### config.mk
export PLATFORM = sky130hd
export DESIGN_NAME = vector_deser
export DESIGN_NICKNAME = d
export VERILOG_FILES = /design/src/rtl/vector_pkg.sv /design/src/rtl/vector_shreg.sv /design/src/rtl/vector_deser.sv
export SDC_FILE = /design/constraint.sdc
export NUM_CORES = 1
export LEC_CHECK = 0
export CORE_ASPECT_RATIO = 1.5
export CORE_MARGIN = 1.5
export CORE_UTILIZATION = 45
export CTS_CLUSTER_DIAMETER = 200
export DETAILED_ROUTE_END_ITERATION = 7
export PLACE_DENSITY = 0.73
export SYNTH_ARGS = -nofsm -noshare
export SYNTH_HDL_FRONTEND = slang
export SYNTH_HIERARCHICAL = 1
export SYNTH_SLANG_ARGS = --single-unit
### constraint.sdc
create_clock -name clk -period 1.6 [get_ports clk]
set_clock_uncertainty 0.2 [all_clocks]
set_input_delay 0.32 -clock clk [delete_from_list [all_inputs] [get_ports clk]]
set_output_delay 0.32 -clock clk [all_outputs]
set_load 0.005 [all_outputs]
### src/rtl/vector_pkg.sv
// vector_pkg: shared constants and state encoding for the vector deserializer.
package vector_pkg;
    localparam int VEC_WIDTH = 8;
    localparam int VEC_CNT_W = 8;
    typedef enum logic {ST_IDLE = 1'b0, ST_SHIFT = 1'b1} state_t;
endpackage

### src/rtl/vector_shreg.sv
// vector_shreg: shift register and bit counter; o_word/o_done show the word completed on this edge.
module vector_shreg
    import vector_pkg::*;
#(
    parameter int WIDTH     = VEC_WIDTH,
    parameter bit MSB_FIRST = 1'b1
) (
    input  logic             clk,
    input  logic             rst,
    input  logic             i_bit,
    input  logic             i_en,
    input  logic             i_start,
    output logic [WIDTH-1:0] o_word,
    output logic             o_done
);
    localparam int BW = (WIDTH > 1) ? $clog2(WIDTH) : 1;
    state_t           r_state, w_state_nx;
    logic [BW-1:0]    r_cnt;
    logic [WIDTH-1:0] r_sh, w_base;
    logic             w_take, w_last;
    assign w_take = i_en & (i_start | (r_state == ST_SHIFT));
    assign w_last = w_take & (i_start ? (WIDTH == 1) : (r_cnt == BW'(WIDTH - 1)));
    always_ff @(posedge clk or posedge rst) begin
        if (rst) begin
            r_state <= ST_IDLE;
            r_cnt   <= '0;
            r_sh    <= '0;
        end else begin
            r_state <= w_state_nx;
            if (w_take) begin
                r_sh  <= o_word;
                r_cnt <= w_last ? '0 : (i_start ? BW'(1) : r_cnt + BW'(1));
            end
        end
    end
    always_comb begin
        w_state_nx = w_take ? (w_last ? ST_IDLE : ST_SHIFT) : r_state;
    end
    // A start bit restarts from an empty register so no partial bits leak in.
    always_comb begin
        w_base = i_start ? '0 : r_sh;
        o_word = MSB_FIRST ? ((w_base << 1) | WIDTH'(i_bit))
                           : ((w_base >> 1) | (WIDTH'(i_bit) << (WIDTH - 1)));
        o_done = w_last;
    end
endmodule

### src/rtl/vector_deser.sv
// vector_deser: serial-to-parallel front end with valid/ready output slot,
// sticky overrun flag and accepted-word counter.
module vector_deser
    import vector_pkg::*;
#(
    parameter int WIDTH     = VEC_WIDTH,
    parameter bit MSB_FIRST = 1'b1,
    parameter int CNT_W     = VEC_CNT_W
) (
    input  logic             clk,
    input  logic             rst,
    input  logic             ser_in,
    input  logic             ser_en,
    input  logic             ser_start,
    output logic [WIDTH-1:0] data,
    output logic             data_valid,
    input  logic             data_ready,
    output logic             overrun,
    input  logic             overrun_clr,
    output logic [CNT_W-1:0] word_cnt
);
    logic [WIDTH-1:0] w_word, r_data;
    logic [CNT_W-1:0] r_cnt;
    logic             w_done, w_free, w_load, r_valid, r_ovr;
    vector_shreg #(.WIDTH(WIDTH), .MSB_FIRST(MSB_FIRST)) u_shreg (
        .clk     (clk),
        .rst     (rst),
        .i_bit   (ser_in),
        .i_en    (ser_en),
        .i_start (ser_start),
        .o_word  (w_word),
        .o_done  (w_done)
    );
    // Slot is free when empty or being drained on this same edge.
    assign w_free = ~r_valid | data_ready;
    assign w_load = w_done & w_free;
    always_ff @(posedge clk or posedge rst) begin
        if (rst) begin
            r_data  <= '0;
            r_valid <= 1'b0;
            r_ovr   <= 1'b0;
            r_cnt   <= '0;
        end else begin
            if (w_load) r_data <= w_word;
            r_valid <= w_load | (r_valid & ~data_ready);
            r_ovr   <= (w_done & ~w_free) | (r_ovr & ~overrun_clr);
            if (r_valid & data_ready) r_cnt <= r_cnt + CNT_W'(1);
        end
    end
    assign data       = r_data;
    assign data_valid = r_valid;
    assign overrun    = r_ovr;
    assign word_cnt   = r_cnt;
endmodule

# Word-level counts from Yosys, hierarchy flattened
# Cells that the tools add are included.
[totals]
ff_bits = 29
input_bits = 7
output_inout_bits = 18
wordCells = 31
[op_classes]
n_addsub = 2
eq_ne = 1
muxes = 5
bitwise = 16
[op_table]
columns = ["operator", "n"]
rows = [
  ["$add A8 B1 Y8 const B", 1],
  ["$or A8 B1 Y8", 1],
  ["$and A1 B1 Y1", 7],
  ["$mux W7", 1],
  ["$mux W3", 2],
  ["$not A1 Y1", 4],
  ["$or A1 B1 Y1", 4],
  ["$add A3 B1 Y3 const B", 1],
  ["$eq A3 B3 Y1 const B", 1],
  ["$mux W1", 2],
]

# Depth between registers and ports, before layout
# Gate-level depths: netlist of run 1.
[logic_depth]
depth_word = 5
ltp_mapped = 5
depth_no_buf = 5

# Modules after synthesis
# Netlist of run 1, hierarchy kept.
[by_module_without_submodules]
columns = ["mod", "n_inst", "cells_each", "area_per_inst_um2"]
rows = [
  ["vector_deser", 1, 54, 725.7],
  ["vector_shreg", 1, 51, 579.3],
]

# Least setup slack after synthesis of run 1
# OpenSTA, ideal clock, no wires.
[synth_timing]
path_kind = "register -> register"
startpoint = "register u_shreg.r_cnt[0]"
endpoint = "register r_data[0], in the netlist data[0]"
t_arrival_ns = 1.389
path_slack_ns = -0.113
path_stages_with_launch = 6
path_buffers = 0
synth_period_minus_slack_ns = 1.713
cell_sequence = "dfrtp_1 > ha_1 > ha_1 > nor3b_1 > nand2_2 > mux2_2"
[synth_between]
elab_chain_cells = 4
[synth_rtl]
columns = ["element", "line_no", "source"]
rows = [
  ["start, declared", "vector_shreg.sv:18", "logic [BW-1:0] r_cnt;"],
  ["start signal, assigned", "vector_shreg.sv:32", "r_cnt <= w_last ? '0 : (i_start ? BW'(1) : r_cnt + BW'(1));"],
  ["$eq A3 B3 Y1", "vector_shreg.sv:22", "assign w_last = w_take & (i_start ? (WIDTH == 1) : (r_cnt == BW'(WIDTH - 1)));"],
  ["$mux W1", "vector_shreg.sv:22", ""],
  ["$and A1 B1 Y1", "vector_shreg.sv:22", ""],
  ["named net w_done", "vector_deser.sv:24", "logic w_done, w_free, w_load, r_valid, r_ovr;"],
  ["$and A1 B1 Y1", "vector_deser.sv:36", "assign w_load = w_done & w_free;"],
  ["end signal, assigned", "vector_deser.sv:44", "if (w_load) r_data <= w_word;"],
  ["end, declared", "vector_deser.sv:22", "logic [WIDTH-1:0] w_word, r_data;"],
]
# The timed path passes the listed nets, and every way through them passes these cells.
# A chain may end at the register's enable or synchronous reset.

# Worst setup path after layout of run 1
[layout_timing]
startpoint = "register u_shreg.r_cnt[0]"
endpoint = "register r_data[1], in the netlist data[1]"
# The elaborated chain is that of the path after synthesis.

==> results by stage, run 1 <==
Worst setup path:
- The register-to-register path setup slack is -100 ps.
- The worst-path maximum fanout is 8.
- The required time of the worst setup path is 1560 ps.
- Data on the critical path arrives at its endpoint at 1660 ps.
- The startpoint of the most critical setup path is u_shreg/r_cnt[0].
- The critical path in this run is classified as reg2reg.
- The beginning of the worst register-to-register path is u_shreg/r_cnt[0].
- The kind of start point of the critical path is a flop.
- The critical path endpoint category is a flop.

Final layout:
- The area taken by multi-input logic gates is 598 sq um.
- The cell area after layout is 1880 sq um.
- Of the cells placed in the final design, the portion with a size suffix greater than 1 is 0.303.
- The number of antenna diodes in the final layout is 0.
- The area taken by flip-flops and latches is 726 sq um.
- The filler cells instantiated in the layout total 228.
- After the last flow step, the layout net total stands at 165.
- The layout overhead on the synthesized area is 44.4%.
- The post-layout instance count excluding filler cells is 192.

GRT:
- For this run the aggregate overflow at the end of global routing stands at 0.
- The first-pass GRT wire length is 4460 um.
- The via count of the first global-routing pass is 998.
- Entering global routing, the biggest net connects 18 pins.
- Across every metal layer, demand over resource in global routing totals 0.204.
- The number of antenna violations at the first check in global routing is 0.

Floorplan:
- In this run the core area contains 23 standard-cell rows.
- The effective utilization at floorplan is 0.482.
- The number of top-level pins is 25.
- The die covers 3240 sq um.
- Measured along the x axis, the die boundary spans 47.0 um.
- The region available for standard cell placement spans 2710 sq um.
- The die is 69.0 um tall.

Routing:
- After detailed routing, the number of vias per cell comes to 5.10.
- The number of nets still failing antenna checks after routing is 0.
- The via count is 980.
- The detailed router finished its first iteration with 11 violations.
- For this run, the detailed router's first-pass iteration total came to 4.
- For this run, design rule violations remaining after detail routing come to 0.
- Wires add up to 2710 um.
- The mean routed wirelength per cell is 14.1 um.

Yosys:
- The post-synthesis compound-gate area fraction came to 0.0796.
- The area share of the largest cell type after synthesis is 0.556.
- After synthesis, the netlist uses 31 different library cells.
- The synthesized netlist net count is 115.
- Of the total synthesized cell area, the portion taken by AND, OR, NAND and NOR gates is 0.159.
- The async set-or-reset flop fraction in the synthesized netlist is 1.00.
- By area the synthesized netlist is led by sky130_fd_sc_hd__dfrtp_1 56%, sky130_fd_sc_hd__mux2_2 7.8%, sky130_fd_sc_hd__a22o_1 4.0%, sky130_fd_sc_hd__ha_1 2.9%, sky130_fd_sc_hd__nor2b_1 2.9%.
- The number of instances in the synthesized netlist is 105.
- The cell accounting for the most synthesized area is sky130_fd_sc_hd__dfrtp_1.
- The post-synthesis instance area is 1310 sq um.
- The number of warnings issued by yosys is 6.
- The portion of synthesized area spent on multiplexers is 0.0863.
- The register bit total from synthesis is 29.
- The xor and xnor area share after synthesis is 0.0470.
- In the synthesized netlist the dominant register cell turns out to be sky130_fd_sc_hd__dfrtp_1.
- The count of flip-flops with a built-in enable after synthesis is 0.
- Of the synthesized area, sequential elements account for 0.556.
- Of the total synthesized cell area, the portion taken by full adders, half adders and majority gates is 0.0288.
- The largest family of logic cells by synthesized area is simple AND/OR/NAND/NOR gates.
- After synthesis, the mean cell area works out to 12.4 sq um.

Hold path:
- The path class of the tightest hold or removal check is in2async.

Status:
- The run finished, with violations left.
- The checks that failed: setup timing.

CTS:
- For this design, the sink count on the clock tree is 29.
- Clock latency on the worst-skew pair, taken at its later pin, is 280 ps.
- The clock tree buffer depth is 2.
- After clock tree synthesis, the clock-pin slew on the worst setup and hold paths is 60 ps.
- The master cell of the clock root buffer is sky130_fd_sc_hd__clkbuf_8.
- The CTS tree is done.
- CTS built an H-tree with a depth of 2.
- In this run, CTS created clock tree buffers numbering 5.

Place:
- The congestion estimate from routability-driven global placement came to 0.769.
- Input and output buffers added on the ports amount to 24.
- Summed over all nets, the half-perimeter wirelength after detailed placement is 1940 um.
- After detailed placement, the design holds a cell count of 173.
- Once placement finished, the instance area stood at 1710 sq um.
- Prior to clock tree synthesis, the placed netlist has a worst setup slack of -369 ps.

Timing:
- In the finished design, the share of the clock period the worst path needs comes to 1.06.
- The final setup violation count is 9.
- The setup TNS is -839 ps.
- The number of slew-limit violations in the final report came to 0.
- The worst setup margin is -98.6 ps.
- The final critical-path required period is 1700 ps.
- The slew at the pin closest to its max-slew limit is 429 ps.
- Static timing analysis puts the maximum clock frequency at 589 MHz.
- Setup repair after global routing could not meet its margin everywhere.
- The number of failing hold endpoints at the final stage is 0.
- In this run the tightest slew margin relative to its limit is 0.714.

Job:
- The total of max-cap violations is 0.

Power:
- In this run the power density over the cells is 932 nW/um^2.
- The leakage power is 0.00102 uW.
- Across the VDD grid, the largest voltage drop is 0.712 mV.
[flip-flops by register name, indices dropped and copies added, names as in the netlist]
name / flops
data_valid: 1
word_cnt: 8
overrun: 1
u_shreg/r_state: 1
data: 8
u_shreg/r_sh: 7
u_shreg/r_cnt: 3
[cell families (layout without fill, tap and decap cells)]
| family | after synthesis | after routing |
|---|---|---|
| buffers and inverters | 12 | 62 |
| AND/OR/NAND/NOR | 32 | 32 |
| flip-flops | 29 | 29 |
| XOR/XNOR | 7 | 7 |
| adder cells (fa/ha/maj) | 3 | 3 |
| multiplexers | 10 | 10 |
| AO/OA/AOI/OAI | 12 | 12 |
[stage by stage]
step | power, uW | util | hold slack (ps)
5_1_grt | 1850 | 0.697 | 43.3
6_report | 1760 | 0.697 | 24.5
3_3_place_gp | 1150 | 0.633 | 258
3_5_place_dp | 1170 | 0.633 | 275
4_1_cts | 1770 | 0.687 | 13.9
2_1_floorplan | 1020 | - | -27.6
[power by group]
group / internal (uW) / switching, uW
clock: 340 / 255
combinational: 187 / 130
sequential: 799 / 45.0
[layout by cell type (no fill, tap or decap)]
| cell type | count |
|---|---|
| sky130_fd_sc_hd__ha_1 | 1 |
| sky130_fd_sc_hd__ha_2 | 1 |
| sky130_fd_sc_hd__and4_1 | 1 |
| sky130_fd_sc_hd__xor2_1 | 4 |
| sky130_fd_sc_hd__nor3_1 | 1 |
| sky130_fd_sc_hd__nor2b_1 | 6 |
| sky130_fd_sc_hd__buf_6 | 1 |
| sky130_fd_sc_hd__a22o_1 | 6 |
| sky130_fd_sc_hd__inv_1 | 7 |
| sky130_fd_sc_hd__mux2_1 | 1 |
| sky130_fd_sc_hd__mux2_2 | 1 |
| sky130_fd_sc_hd__o221ai_1 | 2 |
| sky130_fd_sc_hd__nand4_1 | 1 |
| sky130_fd_sc_hd__clkbuf_8 | 6 |
| sky130_fd_sc_hd__and4bb_1 | 1 |
| sky130_fd_sc_hd__o22ai_1 | 1 |
| sky130_fd_sc_hd__and2_1 | 1 |
| sky130_fd_sc_hd__and3_1 | 2 |
| sky130_fd_sc_hd__ha_4 | 1 |
| sky130_fd_sc_hd__and3b_4 | 1 |
| sky130_fd_sc_hd__or3b_1 | 2 |
| sky130_fd_sc_hd__nand3_1 | 2 |
| sky130_fd_sc_hd__nand2_1 | 6 |
| sky130_fd_sc_hd__dlygate4sd2_1 | 18 |
| sky130_fd_sc_hd__nand2b_2 | 1 |
| sky130_fd_sc_hd__dfrtp_1 | 29 |
| sky130_fd_sc_hd__a221o_1 | 1 |
| sky130_fd_sc_hd__nor3b_4 | 1 |
| sky130_fd_sc_hd__nand4b_1 | 2 |
| sky130_fd_sc_hd__o221ai_2 | 1 |
| sky130_fd_sc_hd__clkbuf_1 | 1 |
| sky130_fd_sc_hd__xnor2_1 | 3 |
| sky130_fd_sc_hd__o21ai_4 | 1 |
| sky130_fd_sc_hd__buf_4 | 23 |
| sky130_fd_sc_hd__mux2_4 | 8 |
| sky130_fd_sc_hd__nor2_1 | 1 |
| sky130_fd_sc_hd__clkdlybuf4s50_1 | 6 |
| sky130_fd_sc_hd__nand2_4 | 1 |
| sky130_fd_sc_hd__nand2b_1 | 2 |
[per-layer routing]
metal  part of all wire  track usage  vias to the layer above
met5                  0            0                        -
met4              0.027        0.111                        0
met3              0.040       0.0729                        8
met2               0.55        0.346                       27
met1               0.38        0.212                      476
li1                   -            -                      469
[worst max-delay path, stage by stage (launching register included)]
cell	delay (ps)
sky130_fd_sc_hd__dfrtp_1	370
sky130_fd_sc_hd__ha_2	190
sky130_fd_sc_hd__ha_4	130
sky130_fd_sc_hd__nor3b_4	230
sky130_fd_sc_hd__nand2_4	150
sky130_fd_sc_hd__mux2_4	320
[area by class of cell]
| type | count | share of cell area |
|---|---|---|
| Sequential cell | 29 | 0.385 |
| Multi-Input combinational cell | 64 | 0.317 |
| Timing Repair Buffer | 48 | 0.213 |
| Clock buffer | 7 | 0.0458 |
| Tap cell | 37 | 0.0246 |
| Inverter | 7 | 0.0139 |
[synthesized netlist by cell type, drive strengths merged (3+ instances only)]
library cell  count
xnor2             3
o221ai            3
nor2b             6
ha                3
nand2             7
dfrtp            29
a22o              6
nand2b            3
xor2              4
buf               5
inv               7
mux2             10
[final timing paths]
check	end	cells past startpoint
min reg2reg	data[0]	1
min in group clk	data[0]	1
min	overrun	2
max in group asynchronous	u_shreg/r_sh[6]	2
max reg2reg	data[1]	5
max	data[1]	5
[what timing repair did]
action,CTS,global route
pin swaps,4,5
hold buffers,0,0
buffers inserted,11,1
endpoints found under the setup margin,27,10
gates resized for setup,18,3
Power figures use the tool's default switching activity.
==> run 2, diff against run 1 <==
--- a/config.mk
+++ b/config.mk
@@ -6,10 +6,10 @@
 export NUM_CORES = 1
 export LEC_CHECK = 0
 export CORE_ASPECT_RATIO = 1.5
-export CORE_MARGIN = 1.5
 export CORE_UTILIZATION = 45
 export CTS_CLUSTER_DIAMETER = 200
 export DETAILED_ROUTE_END_ITERATION = 7
+export HOLD_SLACK_MARGIN = 0.12
 export PLACE_DENSITY = 0.73
 export SYNTH_ARGS = -nofsm -noshare
 export SYNTH_HDL_FRONTEND = slang
==> run 2 against run 1 <==
Net effect:
- the run still ends with setup timing left
- critical path type unchanged
- largest cell class unchanged
- count of clock-buffer cells in the layout did not move
- first-iteration DRC count rose by 9.1%
- final cell count rose by 1.0%
- non-clock buffer count rose by 1
- utilization rose by 0.74 points
==> results by stage, run 2 (synthesis gave the netlist of run 1 again) <==
Final layout:
- The count of antenna diodes in the layout is 0 (unchanged).
- The final-layout fill cell count is 214 (was 228).
- Leading cell types in the layout, fill and taps excluded: 29 x sky130_fd_sc_hd__dfrtp_1, 23 x sky130_fd_sc_hd__buf_4, 18 x sky130_fd_sc_hd__dlygate4sd2_1, 8 x sky130_fd_sc_hd__mux2_4 (was 29 x sky130_fd_sc_hd__dfrtp_1, 23 x sky130_fd_sc_hd__buf_4, 18 x sky130_fd_sc_hd__dlygate4sd2_1, 8 x sky130_fd_sc_hd__mux2_4, 7 x sky130_fd_sc_hd__inv_1).
- The cell area after layout is 1900 sq um (was 1880 sq um).
- The layout overhead on the synthesized area is 45.9% (was 44.4%).
- The fraction of the core area covered by cells at the end of the flow is 0.704 (was 0.697).
- The commonest non-fill, non-tap cell in the layout is sky130_fd_sc_hd__dfrtp_1 (unchanged).
- The final-stage net count was 166 (was 165).
- The fraction of final layout cells with drive strength greater than 1 is 0.306 (was 0.303).

Timing:
- The tightest slew margin relative to the limit is 0.705 (was 0.714).
- The tightest hold margin is 308 ps (was 24.5 ps).
- The worst setup margin is -81.4 ps (was -98.6 ps).
- The slew at the pin closest to its max-slew limit is 441 ps (was 429 ps).
- The period utilization is 1.05 (was 1.06).
- The final setup violation count is 8 (was 9).
- The number of slew-limit violations in the final report is 0 (unchanged).
- The highest achievable clock rate is 595 MHz (was 589 MHz).
- The final critical-path required period is 1680 ps (was 1700 ps).
- Unrepaired setup endpoints after global routing: yes (unchanged).
- The number of failing hold endpoints at the final stage is 0 (unchanged).

CTS:
- The clock edge transition at the registers on the reported setup and hold paths was 60 ps (about the same).
- The number of buffers inserted during clock tree synthesis came to 5 (unchanged).
- The TritonCTS sink count is 29 (unchanged).
- The CTS tree was done (unchanged).
- The maximum level of the CTS H-tree is 2 (unchanged).
- The worst-skew pair later-pin latency came to 280 ps (about the same).
- The master cell of the clock root buffer is sky130_fd_sc_hd__clkbuf_8 (unchanged).
- The clock tree buffer depth is 2 (unchanged).

Worst setup path:
- The kind of start point of the critical path is a flop (unchanged).
- The critical path endpoint category is a flop (unchanged).
- The worst-path maximum fanout is 8 (unchanged).
- The required time of the worst setup path is 1570 ps (was 1560 ps).
- The data arrival time of the critical path is 1650 ps (was 1660 ps).
- The type of the setup path with the least slack is reg2reg (unchanged).
- The cell count of the worst reg-to-reg path came to 5 (unchanged).

Hold path:
- Along the worst hold path, the cell count comes to 1.
- The path type of the worst min-delay path is reg2reg (was in2async).

Routing:
- The number of nets still failing antenna checks after routing is 0 (unchanged).
- The total DRC errors in the routed layout is 0 (unchanged).
- The via count is 961 (was 980).
- The mean routed wirelength per cell is 13.4 um (was 14.1 um).
- The DRC marker count from the first detailed-route iteration was 12 (was 11).
- The detailed-routing iteration count for the pre-antenna-repair pass is 4 (unchanged).
- The detailed-route wire length is 2600 um (was 2710 um).
- The per-cell via count in the routed design is 4.95 (was 5.10).

Power:
- The overall power after layout was 1840 uW (was 1760 uW).
- The maximum VDD drop was 0.526 mV (was 0.712 mV).
- The total power divided by cell area is 967 nW/um^2 (was 932 nW/um^2).
- The leakage power is 0.00104 uW (was 0.00102 uW).

Floorplan:
- The width of the chip is 46.0 um (was 47.0 um).
- The row count was 23 (unchanged).
- The die height is 68.0 um (was 69.0 um).
- The core box area is 2710 sq um (unchanged).
- The number of top-level pins is 25 (unchanged).
- The die area is 3120 sq um (was 3240 sq um).
- The effective utilization at floorplan is 0.482 (unchanged).

GRT:
- The via count of the first global-routing pass is 1032 (was 998).
- The total global routing track utilization is 0.207 (was 0.204).
- The total congestion overflow after global routing is 0 (unchanged).
- The largest net degree at the start of global routing is 18 (unchanged).
- The first-pass GRT wire length is 4420 um (was 4460 um).
- The number of antenna violations at the first check in global routing is 0 (unchanged).

Place:
- The number of input and output port buffers inserted came to 24 (unchanged).
- The placed cell area is 1730 sq um (was 1710 sq um).
- The total half-perimeter wirelength after legalization and detailed placement was 1870 um (was 1940 um).
- The global placer's final weighted congestion is 0.752 (was 0.769).
- The worst setup slack after placement is -363 ps (was -369 ps).

Status:
- Failing checks: setup timing (unchanged).
- Result of the run: finished, violations left (unchanged).

Job:
- The total of max-cap violations came to 0 (unchanged).
-- run 2: changes by cell type in the layout (fill, tap and decap cells not counted) --
cell                            delta
sky130_fd_sc_hd__buf_12            +1
sky130_fd_sc_hd__o221ai_2          -1
sky130_fd_sc_hd__o221ai_1          +1
sky130_fd_sc_hd__dlygate4sd3_1     +1
sky130_fd_sc_hd__clkinv_2          +1
sky130_fd_sc_hd__o21ai_2           +1
sky130_fd_sc_hd__buf_6             -1
sky130_fd_sc_hd__o21ai_4           -1
sky130_fd_sc_hd__clkbuf_8          +1
sky130_fd_sc_hd__clkbuf_1          -1
-- run 2: where the power goes --
part / internal, uW / total [uW] / switching [uW]
Sequential: 799 / 844 / 45.3
Clock: 388 / 661 / 274
Combinational: 203 / 335 / 132
-- run 2: worst max-delay path: stages (launching register included) --
cell and delay, ps:
sky130_fd_sc_hd__dfrtp_1 360, sky130_fd_sc_hd__ha_2 190, sky130_fd_sc_hd__ha_4 130, sky130_fd_sc_hd__nor3b_4 230, sky130_fd_sc_hd__nand2_4 140, sky130_fd_sc_hd__mux2_4 320
-- run 2: layer usage --
| metal | global-route usage | wire length [um] | vias to the layer above |
|---|---|---|---|
| met5 | 0 | 0 | - |
| met4 | 0.125 | 85 | 0 |
| met3 | 0.0739 | 97 | 11 |
| met2 | 0.356 | 1390 | 24 |
| met1 | 0.205 | 1020 | 459 |
| li1 | - | - | 467 |
-- run 2: final timing paths --
path,to,startpoint,slack (ps)
worst max-delay path,data[1],u_shreg/r_cnt[0],-80
worst min-delay path,data[3],data[3],310
worst max register to register,data[1],u_shreg/r_cnt[0],-80
worst min register to register,data[3],data[3],310
max in group asynchronous,u_shreg/r_sh[2],rst,140
min in group asynchronous,overrun,rst,590
-- run 2: area by class of cell --
class,count,area [sq um],share of cell area
Clock buffer,7,96.3,0.0506
Tap cell,37,46.3,0.0243
Multi-Input combinational cell,64,584,0.307
Timing Repair Buffer,49,420,0.221
Sequential cell,29,726,0.381
Clock inverter,1,5.00,0.00263
Inverter,7,26.3,0.0138
-- run 2: repair_timing --
| action | 4_1_cts | 5_1_grt |
|---|---|---|
| buffers inserted | 12 | 1 |
| setup endpoints to repair | 26 | 9 |
| hold buffers | 1 | 0 |
| pin swaps | 3 | 3 |
| gates resized for setup | 18 | 0 |
| endpoints found under the hold margin | 1 | 0 |
-- run 2: through the flow --
stage	setup TNS, ps	std cells
finish	-635	194
global placement	-4400	173
CTS	-886	194
global route	-1220	194
detailed placement	-5030	173
floorplan	-380	105
==> run 3, diff against run 2 <==
--- a/config.mk
+++ b/config.mk
@@ -7,7 +7,6 @@
 export LEC_CHECK = 0
 export CORE_ASPECT_RATIO = 1.5
 export CORE_UTILIZATION = 45
-export CTS_CLUSTER_DIAMETER = 200
 export DETAILED_ROUTE_END_ITERATION = 7
 export HOLD_SLACK_MARGIN = 0.12
 export PLACE_DENSITY = 0.73
==> results of run 3 <==
No change in the layout: final DEF, timing and power equal those of run 2.
